--- src/rtl/alarm_unit.sv ---
// Daily alarm stage: stores an editable alarm time, matches it against live BCD time,
// and drives ringing with snooze (limited count) and auto-timeout.
module alarm_unit #(
   parameter int RING_SECONDS   = 60,
   parameter int SNOOZE_MINUTES = 5,
   parameter int MAX_SNOOZES    = 3
) (
   input  logic       CLOCK_50,
   input  logic       rst_n,
   input  logic       tick_1hz,
   input  logic [7:0] hr_bcd,
   input  logic [7:0] min_bcd,
   input  logic [7:0] sec_bcd,
   input  logic       arm_sw,
   input  logic       set_en,
   input  logic       pulse_sel,
   input  logic       pulse_incr,
   input  logic       pulse_decr,
   input  logic       pulse_ack,
   input  logic       pulse_snooze,
   output logic [7:0] alarm_hr_bcd,
   output logic [7:0] alarm_min_bcd,
   output logic       edit_field,
   output logic       ringing,
   output logic       snoozing,
   output logic [1:0] snooze_cnt
);

   typedef enum logic [1:0] {IDLE = 2'd0, ARMED = 2'd1, RING = 2'd2, SNOOZE = 2'd3} state_t;

   state_t      state_r;
   logic [7:0]  alarm_hr_r, alarm_min_r, snooze_hr_r, snooze_min_r, ring_timer_r;
   logic        edit_field_r, hit_q_r;
   logic [1:0]  snooze_cnt_r;

   logic [7:0]  alarm_hr_nx_s, alarm_min_nx_s, snz_hr_s, snz_min_s, min_sum_s, hr_sum_s;
   logic [7:0]  target_hr_s, target_min_s;
   logic        edit_field_nx_s, hit_s, trigger_s;

   function automatic logic [7:0] bcd2bin(input logic [7:0] b);
      return ({4'd0, b[7:4]} * 8'd10) + {4'd0, b[3:0]};
   endfunction

   function automatic logic [7:0] bin2bcd(input logic [7:0] v);
      return ((v / 8'd10) << 3'd4) | (v % 8'd10);
   endfunction

   function automatic logic [7:0] wrap_inc(input logic [7:0] b, input logic [7:0] top);
      if (bcd2bin(b) >= top) return 8'h00;
      else                   return bin2bcd(bcd2bin(b) + 8'd1);
   endfunction

   function automatic logic [7:0] wrap_dec(input logic [7:0] b, input logic [7:0] top);
      if (bcd2bin(b) == 8'd0) return bin2bcd(top);
      else                    return bin2bcd(bcd2bin(b) - 8'd1);
   endfunction

   // Match against the alarm time, or the snooze time while snoozing; only the rising edge triggers
   always_comb begin
      target_hr_s  = alarm_hr_r;
      target_min_s = alarm_min_r;
      if (state_r == SNOOZE) begin
         target_hr_s  = snooze_hr_r;
         target_min_s = snooze_min_r;
      end else begin
         target_hr_s  = alarm_hr_r;
         target_min_s = alarm_min_r;
      end
      hit_s     = (hr_bcd == target_hr_s) && (min_bcd == target_min_s) && (sec_bcd == 8'h00);
      trigger_s = hit_s && !hit_q_r && !set_en;
   end

   // Snooze target: live HH:MM plus SNOOZE_MINUTES with minute->hour carry and day wrap
   always_comb begin
      min_sum_s = bcd2bin(min_bcd) + 8'(SNOOZE_MINUTES);
      if (min_sum_s >= 8'd60) begin
         snz_min_s = bin2bcd(min_sum_s - 8'd60);
         hr_sum_s  = bcd2bin(hr_bcd) + 8'd1;
      end else begin
         snz_min_s = bin2bcd(min_sum_s);
         hr_sum_s  = bcd2bin(hr_bcd);
      end
      if (hr_sum_s >= 8'd24) snz_hr_s = 8'h00;
      else                   snz_hr_s = bin2bcd(hr_sum_s);
   end

   // Alarm-time editing; each field wraps on its own, incr and decr together cancel
   always_comb begin
      alarm_hr_nx_s   = alarm_hr_r;
      alarm_min_nx_s  = alarm_min_r;
      edit_field_nx_s = edit_field_r;
      if (set_en) begin
         if (pulse_sel) edit_field_nx_s = ~edit_field_r;
         else           edit_field_nx_s = edit_field_r;
         if (pulse_incr && !pulse_decr) begin
            if (!edit_field_r) alarm_hr_nx_s  = wrap_inc(alarm_hr_r, 8'd23);
            else               alarm_min_nx_s = wrap_inc(alarm_min_r, 8'd59);
         end else if (pulse_decr && !pulse_incr) begin
            if (!edit_field_r) alarm_hr_nx_s  = wrap_dec(alarm_hr_r, 8'd23);
            else               alarm_min_nx_s = wrap_dec(alarm_min_r, 8'd59);
         end else begin
            alarm_hr_nx_s  = alarm_hr_r;
            alarm_min_nx_s = alarm_min_r;
         end
      end else begin
         edit_field_nx_s = edit_field_r;
      end
   end

   // Alarm FSM, edit registers, ring timer and snooze bookkeeping
   always_ff @(posedge CLOCK_50 or negedge rst_n) begin
      if (!rst_n) begin
         state_r      <= IDLE;
         alarm_hr_r   <= 8'h06;
         alarm_min_r  <= 8'h00;
         edit_field_r <= 1'b0;
         snooze_hr_r  <= 8'h00;
         snooze_min_r <= 8'h00;
         ring_timer_r <= 8'd0;
         snooze_cnt_r <= 2'd0;
         hit_q_r      <= 1'b0;
      end else begin
         hit_q_r      <= hit_s;
         alarm_hr_r   <= alarm_hr_nx_s;
         alarm_min_r  <= alarm_min_nx_s;
         edit_field_r <= edit_field_nx_s;
         if (!arm_sw) begin
            state_r      <= IDLE;
            snooze_cnt_r <= 2'd0;
         end else if (set_en) begin
            state_r      <= ARMED;
            snooze_cnt_r <= 2'd0;
         end else begin
            case (state_r)
               IDLE: state_r <= ARMED;
               ARMED: begin
                  if (trigger_s) begin
                     state_r      <= RING;
                     ring_timer_r <= 8'd0;
                  end
               end
               RING: begin
                  // Ack and snooze outrank a timeout landing in the same cycle
                  if (pulse_ack) begin
                     state_r      <= ARMED;
                     snooze_cnt_r <= 2'd0;
                  end else if (pulse_snooze) begin
                     if (snooze_cnt_r < 2'(MAX_SNOOZES)) begin
                        state_r      <= SNOOZE;
                        snooze_cnt_r <= snooze_cnt_r + 2'd1;
                        snooze_hr_r  <= snz_hr_s;
                        snooze_min_r <= snz_min_s;
                     end else begin
                        state_r      <= ARMED;
                        snooze_cnt_r <= 2'd0;
                     end
                  end else if (tick_1hz) begin
                     if (ring_timer_r >= 8'(RING_SECONDS - 1)) begin
                        state_r      <= ARMED;
                        snooze_cnt_r <= 2'd0;
                     end else begin
                        ring_timer_r <= ring_timer_r + 8'd1;
                     end
                  end
               end
               SNOOZE: begin
                  if (pulse_ack) begin
                     state_r      <= ARMED;
                     snooze_cnt_r <= 2'd0;
                  end else if (trigger_s) begin
                     state_r      <= RING;
                     ring_timer_r <= 8'd0;
                  end
               end
               default: state_r <= IDLE;
            endcase
         end
      end
   end

   assign alarm_hr_bcd  = alarm_hr_r;
   assign alarm_min_bcd = alarm_min_r;
   assign edit_field    = edit_field_r;
   assign ringing       = (state_r == RING);
   assign snoozing      = (state_r == SNOOZE);
   assign snooze_cnt    = snooze_cnt_r;

endmodule

--- config.mk ---
export PLATFORM = sky130hd
export DESIGN_NAME = alarm_unit
export DESIGN_NICKNAME = d
export VERILOG_FILES = /design/src/rtl/alarm_unit.sv
export SDC_FILE = /design/constraint.sdc
export NUM_CORES = 1
export LEC_CHECK = 0
export ABC_AREA = 0
export CORE_ASPECT_RATIO = 0.6
export CORE_MARGIN = 3
export CORE_UTILIZATION = 30
export CTS_BUF_LIST = sky130_fd_sc_hd__clkbuf_2 sky130_fd_sc_hd__clkbuf_4 sky130_fd_sc_hd__clkbuf_8
export DETAILED_ROUTE_END_ITERATION = 10
export PLACE_DENSITY = 0.5
export SLEW_MARGIN = 20
export SYNTH_ARGS = -nofsm -noshare
export SYNTH_HDL_FRONTEND = slang
export SYNTH_SLANG_ARGS = --single-unit
--- constraint.sdc ---
create_clock -name CLOCK_50 -period 5.2 [get_ports CLOCK_50]
set_input_delay 0.78 -clock CLOCK_50 [delete_from_list [all_inputs] [get_ports CLOCK_50]]
set_output_delay 0.78 -clock CLOCK_50 [all_outputs]
set_load 0.01 [all_outputs]
==> metrics.md <==
| Metric | Value |
|---|---|
| Post-DR wirelength/cell | 18.9 um |
| Post-Synth Simple-Gate Area | 0.255 |
| Final period util | 1.06 |
| Minimum clock period | 5540 ps |
| Hold depth | 2 |
| Complex-gate fraction of the synthesized area | 0.335 |
| Area Growth Syn to Fin | 62.2% |
| Antenna diode count | 0 |
| Crit path kind | in2reg |
| DP Cell Count | 2105 |
| Final WL | 41400 um |
| Multiplexer area fraction after synthesis | 0.0413 |
| Die height | 147 um |
| Clk buf depth | 2 |
| Insertion delay to the later sink of the worst-skew pair | 310 ps |
| DRT Pass-1 Iters | 5 |
| Main combinational cell family by area after synthesis | compound AO/OA/AOI/OAI gates |
| Ys async rst share | 1.00 |
| IO Pins | 55 |
| Full die area | 35200 um2 |
| DRC errors left | 0 |
| CP endpoint kind | flop |
| Failing checks | negative setup slack |
| Avg Cell Area, Syn | 7.43 um2 |
| Post-DP Area | 13600 um2 |
| Clk slew on worst S/H paths | around 90 ps |
| Post-synth EDFFs | 0 |
| ANT nets after route | 0 |
| Placer Congestion | about 0.94 |
| Max-slew violation count | 0 |
| Setup ws final | -338 ps |
| F_max | around 180 MHz |
| Synth Area in Adders | 0.112 |
| CP required | 5420 ps |
| Initial core utilization | 0.311 |
| CTS tree | built |
| Slew @ Worst Pin | 901 ps |
| Worst min-delay path class | reg2reg |
| Hold path startpoint | snooze_hr_r[4]$_DFFE_PN0P_ |
| H-Tree Depth | 2 |
| Clk root buf | clkbuf_8 |
| Final Non-Filler Cells | about 2200 |
| Status | complete, but fails checks |
| Die X | 240 um |
| DR vias/cell | roughly 5.6 |
| Initial antenna violation count | 0 |
| Pre-CTS WS | -1370 ps |
| Cell count after synthesis | 1330 |
| Largest net degree at the start of global routing | 47 |
| R2r worst-path depth | 22 |
| CP Launch Type | input pin |
| Number of global-route vias before repair | about 11000 |
| Critical path data arrival time | 5760 ps |
| First-pass GRT wire length | 62700 um |
| Worst Hold Path EP | snooze_hr_r[4]$_DFFE_PN0P_ |
| Clk_skew | 3.49 ps |
| Max Cap Viol | 0 |
| CTS Hold Bufs | 0 |
| Synth cell types | 120 |
| Unrepaired setup endpoints after global routing | yes |
| Ys flop type | dfrtp_1 |
| Vias | 12300 |
| Post-DP HPWL | between 30000 and 40000 um |
| Syn nets | roughly 1400 |
| XOR/XNOR Fraction of Synth Area | 0.0914 |
| CP Max Fanout | 5 |
| Synth warn | 0 |
| 1st-iter DRT viols | 938 |
| Floorplan Core Area | between 30000 and 40000 um2 |
| R2R Path Start | alarm_hr_bcd[7]$_DFFE_PN0P_ |
| Hold Violations, Final | 0 |
| Slew headroom | 0.384 |
| Final Setup Violations | 14 |
| Nets | about 1900 |
| Port Buffers | 54 |
| Clk sinks | 46 |
| Sum Neg Setup Slack | -2880 ps |
| #FFs+latches synth | 46 |
| Share of layout cells above drive strength 1 | 0.423 |
| # rows | 50 |
| Total GRT Usage | 0.219 |
| Global route total overflow | 0 |
| Register area share after synthesis | 0.117 |
| Final Instance Area | about 16000 um2 |
| R2r setup slk | -250 ps |
| Netlist Area Pre-Place | 9890 um2 |
| Filler Cell Count | 2966 |
| Num CTS Buffers | 5 |
| Reg-to-reg endpoint | alarm_hr_bcd[5]$_DFFE_PN0P_ |
## repair_timing
action / 4_1_cts / 5_1_grt
endpoints found under the setup margin: 24 / 25
buffers inserted: 29 / 58
cloned: 0 / 1
pin swaps: 79 / 123
resized for setup: 163 / 193
## layer usage
| metal | routed length [um] | track usage |
|---|---|---|
| met1 | 21500 | 0.360 |
| met2 | 16800 | 0.303 |
| met3 | 2710 | 0.0340 |
| met4 | 284 | 0.0177 |
| met5 | 0 | 0 |
## cells by family after synthesis
group / Yosys count
adder cells (fa/ha/maj): 85
XOR/XNOR: 92
AND/OR/NAND/NOR: 490
AO/OA/AOI/OAI: 460
multiplexers: 40
flip-flops: 46
buffers and inverters: 117
## cell usage in the layout, fill, tap and decap left out, drive strengths merged, types with 9 or more instances in the layout
cell type        n
a2111oi         10
a211oi          32
a21o            21
a21oi           92
a221oi           9
a22oi            9
a311oi          10
a31oi           24
and2            24
and3            20
buf            442
clkdlybuf4s50   45
dfrtp           44
ha              69
inv             64
mux2i           34
nand2          117
nand2b          22
nand3           50
nand4           16
nor2           116
nor3            41
nor4            20
o211ai          21
o21a            12
o21ai           94
o22ai           12
o31ai           13
or2             10
or3             17
xnor2           59
xor2            32
## worst max-delay path by stage
stage,startpoint,to,slack [ps],cells after the start
2_1_floorplan,min_bcd[5],snooze_min_r[3]$_DFFE_PN0P_,-490,25
3_3_place_gp,min_bcd[7],snooze_min_r[7]$_DFFE_PN0P_,-1260,26
3_5_place_dp,min_bcd[5],snooze_min_r[7]$_DFFE_PN0P_,-1370,26
4_1_cts,alarm_hr_bcd[7]$_DFFE_PN0P_,alarm_hr_bcd[5]$_DFFE_PN0P_,-360,23
5_1_grt,min_bcd[7],snooze_min_r[7]$_DFFE_PN0P_,-520,27
6_report,min_bcd[7],snooze_min_r[7]$_DFFE_PN0P_,-340,27
## worst max-delay path: stages
cell and delay [ps]:
buf_8 100, ha_4 230, ha_4 160, inv_2 50
fa_2 430, nand3b_1 210, o22ai_4 320, xnor2_4 120
inv_2 80, ha_4 220, nand3_4 110, buf_6 140
o211a_1 110, o32ai_1 310, nand2b_1 220, a41o_1 310
nor3_4 90, a21o_1 230, a211o_2 330, a21oi_2 160
a21o_1 140, buf_6 110, ha_4 150, o22ai_4 60
a211oi_2 230, o21ai_1 110, a211oi_1 230
## Yosys cell counts (6+ instances only)
| library cell | n | share of area |
|---|---|---|
| a311oi_1 | 10 | 0.0089 |
| nor2_1 | 114 | 0.043 |
| a21oi_1 | 89 | 0.045 |
| mux2i_1 | 34 | 0.034 |
| a2bb2oi_1 | 7 | 0.0062 |
| xor2_1 | 28 | 0.025 |
| a211oi_1 | 29 | 0.022 |
| and2_1 | 22 | 0.014 |
| a31oi_1 | 24 | 0.015 |
| o21ai_1 | 13 | 0.0066 |
| buf_2 | 11 | 0.0056 |
| a2111oi_0 | 6 | 0.0053 |
| a211o_1 | 7 | 0.0062 |
| dfrtp_1 | 44 | 0.11 |
| o31ai_1 | 11 | 0.0084 |
| nand2_1 | 117 | 0.044 |
| o211ai_1 | 20 | 0.015 |
| fa_1 | 8 | 0.016 |
| o32ai_1 | 6 | 0.0053 |
| a221o_1 | 6 | 0.0061 |
| nor4_1 | 18 | 0.011 |
| nand2b_1 | 20 | 0.013 |
| a21o_1 | 20 | 0.015 |
| a22oi_1 | 8 | 0.0061 |
| mux2_2 | 6 | 0.0068 |
| nor2b_1 | 6 | 0.0038 |
| nor3_1 | 37 | 0.019 |
| or3_1 | 17 | 0.011 |
| xnor2_1 | 55 | 0.049 |
| clkbuf_1 | 37 | 0.014 |
| nand3_1 | 49 | 0.025 |
| inv_2 | 9 | 0.0034 |
| o21a_1 | 12 | 0.0091 |
| and3_1 | 20 | 0.013 |
| o21ai_0 | 79 | 0.040 |
| inv_1 | 55 | 0.021 |
| nand4_1 | 16 | 0.010 |
| o22ai_1 | 11 | 0.0070 |
| ha_1 | 69 | 0.087 |
## sequential cells by signal, summed over array words and instances (netlist names)
register / cells
alarm_hr_bcd: 8
alarm_min_bcd: 8
ring_timer_r: 8
snooze_hr_r: 8
snooze_min_r: 8
snooze_cnt: 2
state_r: 2
edit_field: 1
hit_q_r: 1
## layout make-up
type	instances	area (um2)	area share
inverter	64	243	0.0151
sequential	46	1150	0.0720
clock inverter	1	5.00	0.000312
multi-input combinational	1167	10100	0.627
tap	416	520	0.0325
timing repair buffer	491	3970	0.247
clock buffer	7	90.1	0.00562
## through the flow
step	hold slack, ps	utilization
detailed placement	467	0.428
CTS	488	0.460
global route	511	0.505
finish	484	0.505
floorplan	438	-
global placement	459	0.428
Power is not shown: default switching activity piles up to over one toggle a cycle in this logic, so the estimate is an artifact.
==> RTL edit 1, RTL diff (same flow settings) <==
Reset style: synchronous (`rst_n`), changed in one clocked block.
--- a/src/rtl/alarm_unit.sv
+++ b/src/rtl/alarm_unit.sv
@@ -110,3 +110,3 @@
    // Alarm FSM, edit registers, ring timer and snooze bookkeeping
-   always_ff @(posedge CLOCK_50 or negedge rst_n) begin
+   always_ff @(posedge CLOCK_50) begin
       if (!rst_n) begin
Check against the original RTL: differs if rst_n is asserted again (counterexample within 4 cycles, from zero or initial values and one cycle with rst_n low); with rst_n held inactive, the same outputs for 4 cycles.
==> RTL edit 1 against the original RTL <==
Core utilization is 1.3 points lower; setup slack better by 0.22 ns; sequential cell count stayed put; cell area hardly changed; area after synthesis is 0.82% higher; synthesized cell count is 5.7% higher; maximum frequency is 4.2% higher; die area is 0.80% higher; highest routed layer unchanged; non-clock buffer count is 14 higher; largest cell class unchanged; routed wire length is 1.2% lower; critical path type unchanged; the flow still finishes with violations (negative setup slack).
Power is left out: the tool's default activity adds up to more than one toggle a clock period on the data nets, which glitch-free logic cannot reach.
==> RTL edit 1: results (changes against the original RTL) <==
STA
  – Count of final setup violators: 4 (was 14)
  – Worst path setup slack after routing: -0.1146 ns (was -0.3378 ns)
  – Skew final: 0.02018 ns (was 0.003495 ns)
  – Rel. slew slack: 0.4317 (was 0.3836)

Clock tree
  – CTS Buf Count: 5 (unchanged)
  – Master cell of the clock root buffer: clkbuf_8 (unchanged)
  – Reg clk slew, reported paths: 0.12 ns (was 0.09 ns)
  – Maximum root-to-sink buffer count: 2 (unchanged)
  – Max H-tree Level: 2 (unchanged)
  – Clock insertion delay at the later pin of the skew report: 0.33 ns (was 0.31 ns)

Global route
  – Global Route Usage Sum: 0.2165 (was 0.2193)
  – Number of antenna violations at the first check in global routing: 1 (was 0)
  – Via count of the first global-routing pass: 11450 (was 11330)
  – Largest net degree at the start of global routing: 35 (was 47)
  – Global-route wire length before repair: 62190 um (was 62750 um)

Synthesis
  – Synthesized Nets: 1517 (was 1441)
  – Top cells by count, synth: 136 x nor2_1, 133 x nand2_1, 96 x a21oi_1 (was 117 x nand2_1, 114 x nor2_1, 89 x a21oi_1)
  – Post-synthesis sequential area ratio: 0.09239 (was 0.1167)
  – Dominant cells by area after synthesis: dfxtp_1 9.2%, ha_1 8.7%, xnor2_1 5.6%, nor2_1 5.1%, nand2_1 5.0% (was dfrtp_1 11%, ha_1 8.7%, xnor2_1 4.9%, a21oi_1 4.5%, nand2_1 4.4%)
  – Number of library cell types mapped by synthesis: 115 (was 120)
  – Synth warn: 0 (unchanged)
  – Async S/R FF share, synth: 0 (was 1.000)

Placement
  – Routability congestion estimate from global placement: 0.9419 (was 0.9442)
  – HPWL after detailed placement: 31990 um (was 31370 um)
  – Input/output buffers: 54 (unchanged)

Critical path
  – Number of cells traversed by the worst register-to-register path: 23 (was 22)
  – Max stage delay on crit path: 0.54 ns (was 0.43 ns)
  – Max FO, Critical Path: 6 (was 5)
  – Slowest cell on the critical path: or4_4 (was fa_2)
  – Worst Path Arrival: 5.56 ns (was 5.76 ns)

Detailed routing
  – Wl on met1: 21790 um (was 21540 um)
  – First drt pass iteration count: 5 (unchanged)
  – WL met2: 15990 um (was 16820 um)
  – Routed wire length on met3: 2641 um (was 2714 um)
  – Routed vias/inst: 5.471 (was 5.622)
  – DR WL/cell: 17.70 um (was 18.87 um)
  – Max Used Layer: met4 (unchanged)
  – Number of DRC markers after the initial detailed-route iteration: 1263 (was 938)

Layout
  – Layout cells sized above 1: 0.4099 (was 0.4234)
  – Fillcell total: 3159 (was 2966)
  – Number of nets in the layout: 1969 (was 1886)

Floorplan
  – Initial core utilization: 0.3057 (was 0.3111)

Min path
  – Class of the worst hold path: reg2reg (unchanged)
  – Hold depth: 2 (unchanged)

Status
  – Violations in the final reports: negative setup slack (unchanged)
  – Result of the run: finished with violations (unchanged)
[RTL edit 1: area by class of cell]
cell class | count | area (sq um) | area share
Antenna cell | 1 | 2.502 | 0.0001560
Clock buffer | 5 | 68.82 | 0.004289
Clock inverter | 3 | 28.78 | 0.001794
Inverter | 57 | 221.5 | 0.01380
Multi-Input combinational cell | 1243 | 10180 | 0.6347
Sequential cell | 46 | 942.2 | 0.05873
Tap cell | 450 | 563.0 | 0.03510
Timing Repair Buffer | 505 | 4034 | 0.2514
[RTL edit 1: worst max-delay path: cells and delay by family]
kind | cells | cell delay, ns
AND/OR/NAND/NOR | 5 | 0.92
adder cells (fa/ha/maj) | 4 | 0.97
XOR/XNOR | 1 | 0.18
AO/OA/AOI/OAI | 8 | 1.76
buffers and inverters | 7 | 0.82
multiplexers | 1 | 0.09
[RTL edit 1: timing repair]
action	CTS	global route
buffers inserted	22	29
setup endpoints to repair	26	25
pin swaps	60	111
gates resized for setup	111	225
[RTL edit 1: stage by stage]
step           setup WS, ns  cell area (sq um)  cells  utilization   TNS, ns
2_1_floorplan       -0.3242              10240   1406            -    -1.203
3_3_place_gp        -0.8516              14100   2254       0.4323    -11.37
3_5_place_dp        -0.9233              14100   2254       0.4323    -12.46
4_1_cts            -0.01792              14770   2284       0.4529  -0.02083
5_1_grt             -0.2403              16040   2310       0.4920    -2.099
6_report            -0.1146              16040   2310       0.4920   -0.2409
[RTL edit 1: cells by family (layout without fill, tap and decap cells)]
logic type / Yosys count / count (layout) / share of synthesized area
XOR/XNOR: 111 / 111 / 0.1078
AND/OR/NAND/NOR: 535 / 535 / 0.2681
other: 0 / 1 / 0
buffers and inverters: 117 / 570 / 0.04758
AO/OA/AOI/OAI: 477 / 477 / 0.3368
multiplexers: 38 / 38 / 0.03954
flip-flops: 46 / 46 / 0.09239
adder cells (fa/ha/maj): 82 / 82 / 0.1077
[RTL edit 1: worst paths after layout]
| path | from | end | slack [ns] |
|---|---|---|---|
| worst min register to register | snooze_hr_r[3] | snooze_hr_r[3] | 0.46 |
| worst min-delay path | snooze_hr_r[3] | snooze_hr_r[3] | 0.46 |
| worst max register to register | alarm_hr_bcd[4] | alarm_hr_bcd[7] | -0.03 |
| worst max-delay path | min_bcd[4] | snooze_min_r[3] | -0.11 |
[RTL edit 1: per-layer routing]
metal / GRT usage / up-vias
met3: 0.02308 / 38
met5: 0 / -
met4: 0.03013 / 0
li1: - / 6184
met2: 0.2879 / 444
met1: 0.3661 / 5971
==> RTL edit 2, RTL diff (same settings) <==
Made on the original files. Change the parameter `RING_SECONDS` from 60 to 30.
--- a/src/rtl/alarm_unit.sv
+++ b/src/rtl/alarm_unit.sv
@@ -3,3 +3,3 @@
 module alarm_unit #(
-   parameter int RING_SECONDS   = 60,
+   parameter int RING_SECONDS   = 30,
    parameter int SNOOZE_MINUTES = 5,
Function: same outputs for any inputs over 4 cycles, from zero or initial values and one cycle with rst_n low; that may be too few to reach the edited logic, so the function may still have changed.
==> RTL edit 2 against the original RTL <==
The run still ends with negative setup slack left; register-to-register slack better by 0.22 ns; maximum frequency is 0.89% lower; core utilization is 0.51 points higher; final cell count is 1.3% lower; synthesized cell count is 2.4% lower; cell area is 2.8% lower; sequential cell count stayed put; area after synthesis is 3.8% lower; setup slack worse by 0.050 ns; routed wire length is 8.2% lower; critical path type unchanged; critical endpoint is now snooze_min_r[3].
Power is left out: the tool's default activity adds up to more than one toggle a clock period on the data nets, which glitch-free logic cannot reach.
==> RTL edit 2: results (changes against the original RTL) <==
Critical path
  – Number of cells traversed by the worst register-to-register path: 21 (was 22)
  – Category of cells accounting for the largest share of critical-path delay: simple AND/OR/NAND/NOR gates (was compound AO/OA/AOI/OAI gates)
  – Startpoint of the worst-slack reg-to-reg timing path: alarm_min_bcd[5] (was alarm_hr_bcd[7])
  – Max stage delay on crit path: 0.48 ns (was 0.43 ns)
  – Worst Path Arrival: 5.77 ns (was 5.76 ns)
  – Crit path to: snooze_min_r[3] (was snooze_min_r[7])
  – Slowest cell on the critical path: or4b_4 (was fa_2)
  – Setup slack of the worst register-to-register path: -0.03 ns (was -0.25 ns)
  – Max FO, Critical Path: 4 (was 5)
  – Reg-to-reg endpoint: alarm_min_bcd[7] (was alarm_hr_bcd[5])

Global route
  – Global-route wire length before repair: 58860 um (was 62750 um)
  – Global Route Usage Sum: 0.2102 (was 0.2193)
  – Via count of the first global-routing pass: 10830 (was 11330)
  – Number of antenna violations at the first check in global routing: 0 (unchanged)

Synthesis
  – Post-synthesis sequential area ratio: 0.1213 (was 0.1167)
  – Primary flip-flop cell chosen by synthesis mapping: dfrtp_1 (unchanged)
  – Top cells by count, synth: 119 x nor2_1, 106 x nand2_1, 83 x o21ai_0 (was 117 x nand2_1, 114 x nor2_1, 89 x a21oi_1)
  – Compound-cell area share of the yosys netlist: 0.3163 (was 0.3353)
  – Synthesized Nets: 1411 (was 1441)
  – Dominant cells by area after synthesis: dfrtp_1 12%, ha_1 9.3%, xnor2_1 6.0%, nor2_1 4.7%, o21ai_0 4.4% (was dfrtp_1 11%, ha_1 8.7%, xnor2_1 4.9%, a21oi_1 4.5%, nand2_1 4.4%)
  – Post-synthesis share of cell area spent on full adders, half adders and majority gates: 0.1166 (was 0.1120)
  – Synth Area in XOR/XNOR: 0.09211 (was 0.09138)
  – Number of library cell types mapped by synthesis: 101 (was 120)

Min path
  – Startpoint of the tightest hold check path: snooze_min_r[4] (was snooze_hr_r[4])
  – Worst Hold Endpoint: snooze_min_r[4] (was snooze_hr_r[4])

Detailed routing
  – DR WL/cell: 17.54 um (was 18.87 um)
  – First drt pass iteration count: 6 (was 5)
  – Total number of vias: 11880 (was 12320)
  – Number of DRC markers after the initial detailed-route iteration: 950 (was 938)

Placement
  – Routability congestion estimate from global placement: 0.9048 (was 0.9442)
  – HPWL after detailed placement: 29770 um (was 31370 um)
  – Setup WS pre-CTS: -1.375 ns (was -1.367 ns)
  – Placed Area: 13510 sq um (was 13600 sq um)

Layout
  – Layout cells sized above 1: 0.4348 (was 0.4234)
  – Fillcell total: 2898 (was 2966)
  – Number of nets in the layout: 1867 (was 1886)

Clock tree
  – Maximum root-to-sink buffer count: 2 (unchanged)
  – CTS Buf Count: 5 (unchanged)

STA
  – Skew final: 0.005489 ns (was 0.003495 ns)
  – Slew at the pin closest to its max-slew limit: 0.9299 ns (was 0.9012 ns)
  – Worst path setup slack after routing: -0.3875 ns (was -0.3378 ns)
  – Count of final setup violators: 9 (was 14)

Status
  – Result of the run: finished with violations (unchanged)
  – Violations in the final reports: negative setup slack (unchanged)
-- RTL edit 2: cell types whose count changed after synthesis, sizes merged, moves of 8 or more --
cell / unedited run / this run
o211ai: 21 / 29
nor3: 41 / 60
nand2: 117 / 106
a21oi: 92 / 81
and2: 24 / 15
a211oi: 32 / 23
a31oi: 24 / 16
-- RTL edit 2: per-layer routing --
metal	GRT usage	wire length [um]	vias up
li1	-	-	5846
met1	0.3436	20040	5679
met2	0.2981	15430	347
met3	0.03145	2407	10
met4	0.005754	78	0
met5	0	0	-
-- RTL edit 2: layout make-up --
| type | instances | share of cell area |
|---|---|---|
| Clock inverter | 2 | 0.0008024 |
| Antenna cell | 1 | 0.0001605 |
| Tap cell | 408 | 0.03274 |
| Inverter | 59 | 0.01436 |
| Timing Repair Buffer | 492 | 0.2521 |
| Multi-Input combinational cell | 1150 | 0.6202 |
| Clock buffer | 6 | 0.005296 |
| Sequential cell | 46 | 0.07430 |
-- RTL edit 2: stage by stage --
stage	hold WS [ns]	instances	setup TNS (ns)
finish	0.4791	2164	-2.480
global route	0.5209	2163	-5.156
CTS	0.4898	2139	-1.490
detailed placement	0.4608	2087	-16.72
global placement	0.4569	2087	-15.82
floorplan	0.4380	1298	-4.259
-- RTL edit 2: kinds of logic (layout without fill, tap and decap cells) --
kind of cell / Yosys count / count (layout)
AOI/OAI and AO/OA: 423 / 423
xor gates and xnor gates: 100 / 100
adders and majority gates: 85 / 85
buffers and inverters: 102 / 559
DFF: 46 / 46
muxes: 38 / 38
other: 0 / 1
and+or+nand+nor: 504 / 504
-- RTL edit 2: timing repair --
item | CTS | global route
setup buffers | 47 | 24
cloned | 0 | 0
gates resized for setup | 175 | 170
pin swaps | 81 | 111
endpoints found under the setup margin | 26 | 25
